`config.mk`:
```
export PLATFORM = sky130hd
export DESIGN_NAME = ps2_parser
export DESIGN_NICKNAME = d
export VERILOG_FILES = /design/src/rtl/ps2_parser_pkg.sv /design/src/rtl/ps2_parser_keymap.sv /design/src/rtl/ps2_parser.sv
export SDC_FILE = /design/constraint.sdc
export NUM_CORES = 1
export LEC_CHECK = 0
export CAP_MARGIN = 25
export CORE_MARGIN = 3
export CORE_UTILIZATION = 50
export DETAILED_ROUTE_END_ITERATION = 6
export PLACE_DENSITY_LB_ADDON = 0.05
export SLEW_MARGIN = 20
export SYNTH_ARGS = -nofsm -noshare
export SYNTH_HDL_FRONTEND = slang
export SYNTH_SLANG_ARGS = --single-unit
```
`constraint.sdc`:
```
create_clock -name clk -period 5.52 [get_ports clk]
set_clock_uncertainty 0.2 [all_clocks]
set_input_delay 0.552 -clock clk [delete_from_list [all_inputs] [get_ports clk]]
set_output_delay 0.552 -clock clk [all_outputs]
set_load 0.05 [all_outputs]
```
`src/rtl/ps2_parser_pkg.sv`:
```
// Shared constants for the PS/2 Set-2 scancode parser: prefixes, keymap codes, bit indices, FSM states.
package ps2_parser_pkg;

    localparam logic [7:0] PREFIX_EXT = 8'hE0;
    localparam logic [7:0] PREFIX_BRK = 8'hF0;

    // Set-2 make codes; the four arrow keys are only valid behind an E0 prefix
    localparam logic [7:0] SC_W     = 8'h1D;
    localparam logic [7:0] SC_A     = 8'h1C;
    localparam logic [7:0] SC_S     = 8'h1B;
    localparam logic [7:0] SC_D     = 8'h23;
    localparam logic [7:0] SC_UP    = 8'h75;
    localparam logic [7:0] SC_LEFT  = 8'h6B;
    localparam logic [7:0] SC_DOWN  = 8'h72;
    localparam logic [7:0] SC_RIGHT = 8'h74;
    localparam logic [7:0] SC_SPACE = 8'h29;
    localparam logic [7:0] SC_ENTER = 8'h5A;
    localparam logic [7:0] SC_ESC   = 8'h76;
    localparam logic [7:0] SC_P     = 8'h4D;
    localparam logic [7:0] SC_R     = 8'h2D;
    localparam logic [7:0] SC_C     = 8'h21;
    localparam logic [7:0] SC_N     = 8'h31;
    localparam logic [7:0] SC_Q     = 8'h15;

    localparam logic [3:0] KEY_W     = 4'd0;
    localparam logic [3:0] KEY_A     = 4'd1;
    localparam logic [3:0] KEY_S     = 4'd2;
    localparam logic [3:0] KEY_D     = 4'd3;
    localparam logic [3:0] KEY_UP    = 4'd4;
    localparam logic [3:0] KEY_LEFT  = 4'd5;
    localparam logic [3:0] KEY_DOWN  = 4'd6;
    localparam logic [3:0] KEY_RIGHT = 4'd7;
    localparam logic [3:0] KEY_SPACE = 4'd8;
    localparam logic [3:0] KEY_ENTER = 4'd9;
    localparam logic [3:0] KEY_ESC   = 4'd10;
    localparam logic [3:0] KEY_P     = 4'd11;
    localparam logic [3:0] KEY_R     = 4'd12;
    localparam logic [3:0] KEY_C     = 4'd13;
    localparam logic [3:0] KEY_N     = 4'd14;
    localparam logic [3:0] KEY_Q     = 4'd15;

    typedef enum logic [1:0] {
        IDLE    = 2'd0,
        EXT     = 2'd1,
        BRK     = 2'd2,
        EXT_BRK = 2'd3
    } ps2_fsm_t;

endpackage

```
`src/rtl/ps2_parser_keymap.sv`:
```
// Combinational scancode lookup: {ext, code} -> {hit, idx}. Extended and plain codes are distinct keys.
module ps2_parser_keymap
    import ps2_parser_pkg::*;
(
    input  logic       ext,
    input  logic [7:0] code,
    output logic       hit,
    output logic [3:0] idx
);

    always_comb begin
        hit = 1'b1;
        idx = 4'd0;
        case ({ext, code})
            {1'b0, SC_W}:     idx = KEY_W;
            {1'b0, SC_A}:     idx = KEY_A;
            {1'b0, SC_S}:     idx = KEY_S;
            {1'b0, SC_D}:     idx = KEY_D;
            {1'b1, SC_UP}:    idx = KEY_UP;
            {1'b1, SC_LEFT}:  idx = KEY_LEFT;
            {1'b1, SC_DOWN}:  idx = KEY_DOWN;
            {1'b1, SC_RIGHT}: idx = KEY_RIGHT;
            {1'b0, SC_SPACE}: idx = KEY_SPACE;
            {1'b0, SC_ENTER}: idx = KEY_ENTER;
            {1'b0, SC_ESC}:   idx = KEY_ESC;
            {1'b0, SC_P}:     idx = KEY_P;
            {1'b0, SC_R}:     idx = KEY_R;
            {1'b0, SC_C}:     idx = KEY_C;
            {1'b0, SC_N}:     idx = KEY_N;
            {1'b0, SC_Q}:     idx = KEY_Q;
            default:          hit = 1'b0;
        endcase
    end

endmodule

```
`src/rtl/ps2_parser.sv`:
```
// PS/2 Set-2 scancode stream -> 16-bit held-key vector, handling E0/F0 prefixes.
// Define PS2_PARSER_TOGGLE_EN to make each key press toggle its bit instead of tracking the held level.
module ps2_parser
    import ps2_parser_pkg::*;
(
    input  logic        clk,
    input  logic        rst_n,
    input  logic [7:0]  ps2_byte,
    input  logic        ps2_state,
    output logic [15:0] keys
);

    logic       ps2_state_q;
    logic       new_byte;
    ps2_fsm_t   state;
    ps2_fsm_t   state_nxt;
    logic       key_ext;
    logic       key_hit;
    logic [3:0] key_idx;
    logic       do_make;
    logic       do_brk;

    // Cleared at reset so a level already high when reset releases still registers as a byte
    always_ff @(posedge clk or negedge rst_n) begin
        if (!rst_n) ps2_state_q <= 1'b0;
        else        ps2_state_q <= ps2_state;
    end

    assign new_byte = ps2_state & ~ps2_state_q;
    assign key_ext  = (state == EXT) || (state == EXT_BRK);

    ps2_parser_keymap u_keymap (
        .ext  (key_ext),
        .code (ps2_byte),
        .hit  (key_hit),
        .idx  (key_idx)
    );

    always_comb begin
        state_nxt = state;
        do_make   = 1'b0;
        do_brk    = 1'b0;
        if (new_byte) begin
            case (state)
                IDLE: begin
                    if (ps2_byte == PREFIX_BRK)      state_nxt = BRK;
                    else if (ps2_byte == PREFIX_EXT) state_nxt = EXT;
                    else                             do_make   = key_hit;
                end
                EXT: begin
                    if (ps2_byte == PREFIX_BRK)      state_nxt = EXT_BRK;
                    else if (ps2_byte != PREFIX_EXT) begin
                        do_make   = key_hit;
                        state_nxt = IDLE;
                    end
                end
                BRK, EXT_BRK: begin
                    do_brk    = key_hit;
                    state_nxt = IDLE;
                end
                default: state_nxt = IDLE;
            endcase
        end
    end

    always_ff @(posedge clk or negedge rst_n) begin
        if (!rst_n) state <= IDLE;
        else        state <= state_nxt;
    end

`ifdef PS2_PARSER_TOGGLE_EN
    // A set latch bit means this key's make already toggled; only its break re-arms it
    logic [15:0] make_seen;

    always_ff @(posedge clk or negedge rst_n) begin
        if (!rst_n) begin
            keys      <= 16'h0000;
            make_seen <= 16'h0000;
        end else if (do_make) begin
            if (!make_seen[key_idx]) keys[key_idx] <= ~keys[key_idx];
            make_seen[key_idx] <= 1'b1;
        end else if (do_brk) begin
            make_seen[key_idx] <= 1'b0;
        end
    end
`else
    always_ff @(posedge clk or negedge rst_n) begin
        if (!rst_n)       keys          <= 16'h0000;
        else if (do_make) keys[key_idx] <= 1'b1;
        else if (do_brk)  keys[key_idx] <= 1'b0;
    end
`endif

endmodule

```
==> qor.txt, run 1 <==
Commonest cells after routing, fill and taps aside: clkdlybuf4s50_1, dfrtp_1, nor3_1
Site Rows: 18
CP endpoint kind: flop
Worst r2r src: state[0]
Post-synth EDFFs: 0
CORE AREA: 2522 um^2
Routed len/inst: 15.17 um
Fin. Hold Viols: 0
CTS Hold Bufs: 0
Clock Path Buffers: 2
Syn-to-layout area delta: 19.22%
Filler cells: 235
IR drop worst, VDD: 145.0 uV
Port Buf Inserts: 26
CTS tree: yes
Req. time, crit path: 5570 ps
Sink Count: 19
Async S/R FF share, synth: 1.000
Largest net degree at the start of global routing: 20
Achievable Freq: 323.5 MHz
Vias: 1082
Min-Delay Path Class: flop to flop
Setup TNS: 0 ps
Drt first pass iters: 4
CP arrival: 3140 ps
Finished Layout Cells: 185
# IOs: 27
Final Wtd Congestion: 0.8407
Largest family of logic cells by synthesized area: simple AND/OR/NAND/NOR gates
Initial Util: 0.5317
ANT nets after route: 0
Clock root buffer: clkbuf_4
Fraction of layout cells with a size suffix above 1: 0.1226
Vias/cell: 5.849
Setup ws final: 2429 ps
Post-CTS setup buffer count: 0
R2R Setup Slk: 2960 ps
Mean Syn Cell Area: 10.08 um^2
Synth Cell Area: 1341 um^2
Register Area: 475.5 um^2
Ys flop type: dfrtp_1
Overall Global Routing Usage: 0.1811
Die Wd: 57.80 um
Max_cap viols: 0
Post-Synth XOR/XNOR Area: 0.006530
Clock latency on the worst-skew pair: 300 ps
Final #Nets: 167
Share of the yosys chip area belonging to registers: 0.3545
Yosys reg bits: 19
Inst Count DP: 181
Syn nets: 144
DRC: 0
Placement Setup Slack: 2109 ps
Commonest non-fill, non-tap cell in the layout: clkdlybuf4s50_1
Worst setup startpoint: ps2_byte[0]
Global-route congestion overflow total: 0
Die H: 57.80 um
Initial antenna violation count: 0
RSZ-0062 raised after global routing: no
Multi-input logic area: 790.8 um^2
Kind of critical path: input pin to flop
R2r worst-path depth: 4
Power density cells: 157.1 nW/um^2
Htree depth: 1
Synth Warn #: 0
Ant diodes: 0
First-pass GRT wire length: 4.816 mm
Leak: 0.6646 nW
Final Cycle Share: 0.5600
Starting DRT DRC Count: 50
Post-CTS Resized: 0
TritonCTS buffer count: 3
Cells after Synth: 133
Rel. slew slack: 0.4090
Post-route minimum period: 3091 ps
Multiplexer share of the synthesized area: 0.1343
Clk slew on worst S/H paths: 110 ps
Simple-gate share of the synthesized area: 0.2789
Status: finished clean
Yosys cell types: 40
Critical Path Start Type: input pin
Worst Hold Slack: 297.9 ps
Adder-Cell Fraction of Synth Area: 0
Vias in the first global route: 1016
Slew Limit Fails: 0
Compound-Gate Fraction of Synth Area: 0.1698
Setup violators final: 0
Final WL: 2.806 mm
Tightest Pin Transition: 879.8 ps
Hpwl dp: 2.164 mm
Worst Path Max Fanout: 16
Die area: 3340 um^2
cells in the mapped netlist (2+ instances only):
library cell / count / area, um^2
dfrtp_1: 19 / 475.5
nor3_1: 11 / 55.05
mux2_1: 10 / 112.6
nor2_1: 9 / 33.78
nand3_1: 8 / 40.04
nand2_1: 7 / 26.28
mux2_2: 6 / 67.56
nand2b_1: 6 / 37.54
and2_1: 5 / 31.28
a21oi_1: 4 / 20.02
buf_6: 4 / 45.04
nand3b_1: 4 / 30.03
buf_2: 3 / 15.01
nor4_1: 3 / 18.77
nor4bb_1: 3 / 30.03
o32ai_1: 3 / 26.28
a21o_1: 2 / 15.01
and4b_1: 2 / 20.02
inv_1: 2 / 7.510
nor2b_1: 2 / 12.51
through the flow:
step	total power, mW	util	area (um^2)
2_1_floorplan	0.1698	-	1341
3_3_place_gp	0.1828	0.6230	1572
3_5_place_dp	0.1833	0.6230	1572
4_1_cts	0.2535	0.6339	1599
5_1_grt	0.2650	0.6339	1599
6_report	0.2512	0.6339	1599
power breakdown:
part | leakage [nW] | switching, mW | internal [mW]
Clock | 0.0177 | 0.0435 | 0.0271
Sequential | 0.262 | 0.000952 | 0.140
Combinational | 0.385 | 0.0240 | 0.0153
Total | 0.665 | 0.0684 | 0.183
worst min path at each step:
stage               startpoint        end  slack (ps)  depth (start not counted)
CTS                       flop       flop         310                          1
detailed placement        flop       flop         280                          1
finish                    flop       flop         300                          1
global placement          flop       flop         280                          1
global route              flop       flop         310                          1
floorplan                rst_n  async pin          60                          0
worst max-delay path, cell delays in order:
cell and delay, ps:
clkdlybuf4s50_1 750, nor4bb_1 370, o2111a_1 310, a21o_1 140, nor2_1 70, a2111oi_4 660
mux2_2 290
per-layer routing:
metal	wire, um	up-vias	track usage
li1	-	548	-
met1	1328	506	0.2698
met2	1278	24	0.2661
met3	173	4	0.05122
met4	25	0	0.02980
met5	0	-	0
cells by family (layout without fill, tap and decap cells):
group | after synthesis | count (layout)
muxes | 16 | 16
and+or+nand+nor | 65 | 65
buffers and inverters | 10 | 32
xor gates and xnor gates | 1 | 1
AOI/OAI and AO/OA | 22 | 22
DFF | 19 | 19
layout make-up:
| class | instances | share of cell area |
|---|---|---|
| inverter | 2 | 0.004695 |
| clock inverter | 1 | 0.003130 |
| timing repair buffer | 26 | 0.1628 |
| multi-input combinational | 104 | 0.4945 |
| tap | 30 | 0.02347 |
| sequential | 19 | 0.2973 |
| clock buffer | 3 | 0.01408 |
No activity file was read; power rests on OpenSTA's default activity.
==> run 2, diff against run 1 <==
Clock period 5.52 ns to 2.9 ns, I/O delays scaled along.
==> qor.txt, run 2 (same netlist as run 1, synthesis figures left out) <==
Status: finished clean (unchanged)
Crit-path cells: clkdlybuf4s50_1, buf_4, o32ai_1, a31o_2, a221o_2, nor3_1, mux2_2 (was clkdlybuf4s50_1, nor4bb_1, o2111a_1, a21o_1, nor2_1, a2111oi_4, mux2_2)
Site Rows: 18 (unchanged)
Placement Setup Slack: 15.43 ps (was 2109 ps)
Clk slew on worst S/H paths: 100 ps (was 110 ps)
Clk network pwr share: 0.264 (was 0.281)
CP arrival: 2580 ps (was 3140 ps)
Setup violators final: 0 (unchanged)
Achievable Freq: 385.6 MHz
Fin. Hold Viols: 0 (unchanged)
Reg power frac: 0.547 (was 0.563)
Min-Delay Path Class: input pin to async pin (was flop to flop)
Global-route congestion overflow total: 0 (unchanged)
# IOs: 27 (unchanged)
Setup TNS: 0 ps (unchanged)
Post-CTS setup buffer count: 0 (unchanged)
Largest net degree at the start of global routing: 20 (unchanged)
Sw Share: 0.2616 (was 0.2723)
CP Buf/Inv Count: 2 (was 1)
Placed cell area: 1712 um^2 (was 1572 um^2)
CP endpoint kind: flop (unchanged)
Setup ws final: 306.9 ps (was 2429 ps)
CP max-delay cell: clkdlybuf4s50_1 (unchanged)
Commonest cells after routing, fill and taps aside: clkdlybuf4s50_1, dfrtp_1, buf_4 (was clkdlybuf4s50_1, dfrtp_1, nor3_1)
Drt first pass iters: 4 (unchanged)
Clock Path Buffers: 2 (unchanged)
Htree depth: 1 (unchanged)
First-pass GRT wire length: 5.416 mm (was 4.816 mm)
Post-route minimum period: 2593 ps
CP peak stage delay: 680 ps (was 750 ps)
Post-Route Utilization: 0.6890 (was 0.6339)
Initial antenna violation count: 0 (unchanged)
Gate power share: 0.190 (was 0.156)
Routed len/inst: 15.71 um (was 15.17 um)
R2R Setup Slk: 790 ps (was 2960 ps)
CORE AREA: 2522 um^2 (unchanged)
Final #Nets: 184 (was 167)
Int Pwr: 0.3631 mW (was 0.1828 mW)
Post-route cell area: 1738 um^2 (was 1599 um^2)
Commonest non-fill, non-tap cell in the layout: clkdlybuf4s50_1 (unchanged)
Starting DRT DRC Count: 31 (was 50)
Final Cycle Share: 0.8942
Kind of critical path: input pin to flop (unchanged)
Vias in the first global route: 1135 (was 1016)
Clock latency on the worst-skew pair: 290 ps (was 300 ps)
Crit path depth: 7 (unchanged)
IR drop worst, VDD: 343.1 uV (was 145.0 uV)
Fraction of layout cells with a size suffix above 1: 0.2035 (was 0.1226)
CTS tree: yes (unchanged)
Slew Limit Fails: 0 (unchanged)
Sw power: 0.1286 mW (was 0.06838 mW)
Vias: 1153 (was 1082)
Crit path max-delay family: buffers and inverters (was compound AO/OA/AOI/OAI gates)
Post-CTS Resized: 0 (unchanged)
Vias/cell: 5.708 (was 5.849)
CTS Hold Bufs: 0 (unchanged)
Sink Count: 19 (unchanged)
Final Wtd Congestion: 0.8786 (was 0.8407)
Die Wd: 57.80 um (unchanged)
DRC: 0 (unchanged)
Hpwl dp: 2.487 mm (was 2.164 mm)
Clock root buffer: clkbuf_4 (unchanged)
Overall Global Routing Usage: 0.2044 (was 0.1811)
Syn-to-layout area delta: 29.57% (was 19.22%)
Rel. slew slack: 0.4370 (was 0.4090)
Initial Util: 0.5317 (unchanged)
R2r worst-path depth: 7 (was 4)
Port Buf Inserts: 26 (unchanged)
Power density cells: 282.9 nW/um^2 (was 157.1 nW/um^2)
Leak: 0.7474 nW (was 0.6646 nW)
Die area: 3340 um^2 (unchanged)
Worst Path Max Fanout: 11 (was 16)
Die H: 57.80 um (unchanged)
Req. time, crit path: 2890 ps (was 5570 ps)
Ant diodes: 0 (unchanged)
ANT nets after route: 0 (unchanged)
Critical Path Start Type: input pin (unchanged)
Tightest Pin Transition: 841.8 ps (was 879.8 ps)
Final WL: 3.173 mm (was 2.806 mm)
RSZ-0062 raised after global routing: no (unchanged)
Max_cap viols: 0 (unchanged)
TritonCTS buffer count: 3 (unchanged)
[run 2: cell types whose count changed in the layout (fill, tap and decap cells not counted), sizes merged]
cell    previous run  this run
buf                0        17
clkbuf             3         4
clkinv             1         0
[run 2: final cells by class]
type / instances / area [um^2]
inverters: 2 / 7.507
well taps: 30 / 37.54
clock buffers: 4 / 26.28
fillers: 207 / 784.5
flip-flops and latches: 19 / 475.5
repair buffers: 43 / 400.4
multi-input cells: 104 / 790.8
[run 2: metal layers]
metal,part of all wire,up-vias,global-route usage
met5,0,-,0
met4,0.0088,0,0.02649
met3,0.037,4,0.05122
met1,0.51,547,0.3004
met2,0.45,21,0.3129
li1,-,581,-
[run 2: power by group through the flow]
stage / clock network (mW) / logic (mW) / registers, mW
5_1_grt: 0.145 / 0.102 / 0.269
6_report: 0.130 / 0.0932 / 0.269
4_1_cts: 0.134 / 0.0930 / 0.269
3_3_place_gp: 0 / 0.0911 / 0.274
3_5_place_dp: 0 / 0.0927 / 0.274
2_1_floorplan: 0 / 0.0487 / 0.274
[run 2: worst paths after layout]
| check | from | endpoint |
|---|---|---|
| max | ps2_byte[1] | flop |
| max in group asynchronous | rst_n | async pin |
| min | rst_n | async pin |
| min reg2reg | flop | flop |
| min in group clk | ps2_state | ps2_state_q |
| max reg2reg | state[0] | flop |
[run 2: stage by stage]
stage	hold WS, ps	std cells	power, mW
global placement	271.7	198	0.3652
floorplan	-205.6	133	0.3231
CTS	262.7	202	0.4962
detailed placement	281.3	198	0.3669
finish	271.7	202	0.4917
global route	257.7	202	0.5164
[run 2: worst reg2reg max path, delay by kind of cell (launching register included)]
| kind | cells | cell delay (ps) |
|---|---|---|
| multiplexers | 1 | 170 |
| buffers and inverters | 1 | 240 |
| AO/OA/AOI/OAI | 3 | 760 |
| AND/OR/NAND/NOR | 2 | 280 |
| flip-flops | 1 | 410 |
==> run 3, diff against run 2 <==
Clock period 2.9 ns to 3.26 ns, I/O delays scaled along.
==> qor.txt, run 3 (same netlist as run 1, synthesis figures left out) <==
Status: finished clean (unchanged)
Vias/cell: 6.016 (was 5.708)
Die area: 3340 um^2 (unchanged)
Initial antenna violation count: 0 (unchanged)
DRC: 0 (unchanged)
R2R Setup Slk: 1080 ps (was 790 ps)
Rel. slew slack: 0.4390 (was 0.4370)
Fraction of layout cells with a size suffix above 1: 0.1438 (was 0.2035)
Global-route congestion overflow total: 0 (unchanged)
Leak: 0.6878 nW (was 0.7474 nW)
Slew Limit Fails: 0 (unchanged)
Site Rows: 18 (unchanged)
Worst Hold End: ps2_state_q
IR drop worst, VDD: 222.9 uV (was 343.1 uV)
Achievable Freq: 372.8 MHz
Tightest Pin Transition: 838.9 ps (was 841.8 ps)
Final Wtd Congestion: 0.9363 (was 0.8786)
Post-route cell area: 1635 um^2 (was 1738 um^2)
Htree depth: 1 (unchanged)
Die Wd: 57.80 um (unchanged)
Starting DRT DRC Count: 51 (was 31)
Ant diodes: 0 (unchanged)
Hold path depth: 1
CORE AREA: 2522 um^2 (unchanged)
Clk slew on worst S/H paths: 100 ps (about the same)
Clock root buffer: clkbuf_4 (unchanged)
Critical Path Start Type: input pin (unchanged)
Final WL: 2.922 mm (was 3.173 mm)
Commonest non-fill, non-tap cell in the layout: clkdlybuf4s50_1 (unchanged)
Port Buf Inserts: 26 (unchanged)
Routed len/inst: 15.38 um (was 15.71 um)
Setup TNS: 0 ps (unchanged)
Hpwl dp: 2.230 mm (was 2.487 mm)
Vias in the first global route: 1084 (was 1135)
Placed cell area: 1609 um^2 (was 1712 um^2)
TritonCTS buffer count: 3 (unchanged)
Final #Nets: 172 (was 184)
# IOs: 27 (unchanged)
Post-CTS Resized: 0 (unchanged)
R2r worst-path depth: 5 (was 7)
Post-route minimum period: 2682 ps
Post-CTS setup buffer count: 0 (unchanged)
Fin. Hold Viols: 0 (unchanged)
CTS Hold Bufs: 0 (unchanged)
Worst setup startpoint: ps2_byte[4] (was ps2_byte[1])
ANT nets after route: 0 (unchanged)
Die H: 57.80 um (unchanged)
RSZ-0062 raised after global routing: no (unchanged)
Placement Setup Slack: 312.0 ps (was 15.43 ps)
Power density cells: 261.8 nW/um^2 (was 282.9 nW/um^2)
Overall Global Routing Usage: 0.1928 (was 0.2044)
CP arrival: 2670 ps (was 2580 ps)
Commonest cells after routing, fill and taps aside: clkdlybuf4s50_1, dfrtp_1, nor3_1 (was clkdlybuf4s50_1, dfrtp_1, buf_4)
Syn-to-layout area delta: 21.92% (was 29.57%)
Kind of critical path: input pin to flop (unchanged)
Final Cycle Share: 0.8227
Clock Path Buffers: 2 (unchanged)
CP endpoint kind: flop (unchanged)
Filler cells: 213 (was 207)
Hold path startpoint: ps2_state
Clock latency on the worst-skew pair: 290 ps (about the same)
Min-Delay Path Class: input pin to flop (was input pin to async pin)
Register Area: 475.5 um^2 (unchanged)
Setup ws final: 577.9 ps (was 306.9 ps)
Drt first pass iters: 4 (unchanged)
Req. time, crit path: 3250 ps (was 2890 ps)
Max_cap viols: 0 (unchanged)
CTS tree: yes (unchanged)
Initial Util: 0.5317 (unchanged)
Setup violators final: 0 (unchanged)
Multi-input logic area: 790.8 um^2 (unchanged)
Worst r2r src: state[0] (unchanged)
Worst Hold Slack: 285.2 ps (was 271.7 ps)
Worst Path Max Fanout: 16 (was 11)
Largest net degree at the start of global routing: 20 (unchanged)
Vias: 1143 (was 1153)
Sink Count: 19 (unchanged)
First-pass GRT wire length: 5.133 mm (was 5.416 mm)
## run 3: final cells by class
| class | count | area share |
|---|---|---|
| multi-input cells | 104 | 0.4835 |
| flip-flops and latches | 19 | 0.2907 |
| repair buffers | 31 | 0.1821 |
| well taps | 30 | 0.02295 |
| clock buffers | 4 | 0.01607 |
| inverters | 2 | 0.004591 |
## run 3: worst max-delay path, cell delays in order
cell	delay (ps)
clkdlybuf4s50_1	730
nand2b_1	270
a21oi_1	190
nand2_1	90
o211ai_2	540
nand3_1	170
mux2_1	350
## run 3: where the power goes
| part | switching (mW) | internal, mW | total (mW) |
|---|---|---|---|
| sequential | 0.00157 | 0.238 | 0.239 |
| combinational | 0.0420 | 0.0290 | 0.0710 |
| clock | 0.0702 | 0.0477 | 0.118 |
| total | 0.114 | 0.314 | 0.428 |
## run 3: worst max path at each step
| stage | cells past startpoint | endpoint |
|---|---|---|
| final | 7 | flop |
| after global routing | 7 | flop |
| after global placement | 7 | flop |
| after CTS | 7 | flop |
| after floorplan | 6 | flop |
| after detailed placement | 7 | flop |
## run 3: metal layers
| layer | vias up | GRT usage | routed length, um |
|---|---|---|---|
| met5 | - | 0 | 0 |
| met4 | 0 | 0.03642 | 8 |
| met3 | 2 | 0.04454 | 162 |
| met2 | 37 | 0.2823 | 1324 |
| met1 | 544 | 0.2924 | 1427 |
| li1 | 560 | - | - |
## run 3: through the flow
| stage | power [mW] | utilization | std cells |
|---|---|---|---|
| after floorplan | 0.2874 | - | 133 |
| after detailed placement | 0.3144 | 0.6379 | 186 |
| after global placement | 0.3135 | 0.6379 | 186 |
| final | 0.4282 | 0.6483 | 190 |
| after global routing | 0.4491 | 0.6483 | 190 |
| after CTS | 0.4348 | 0.6483 | 190 |
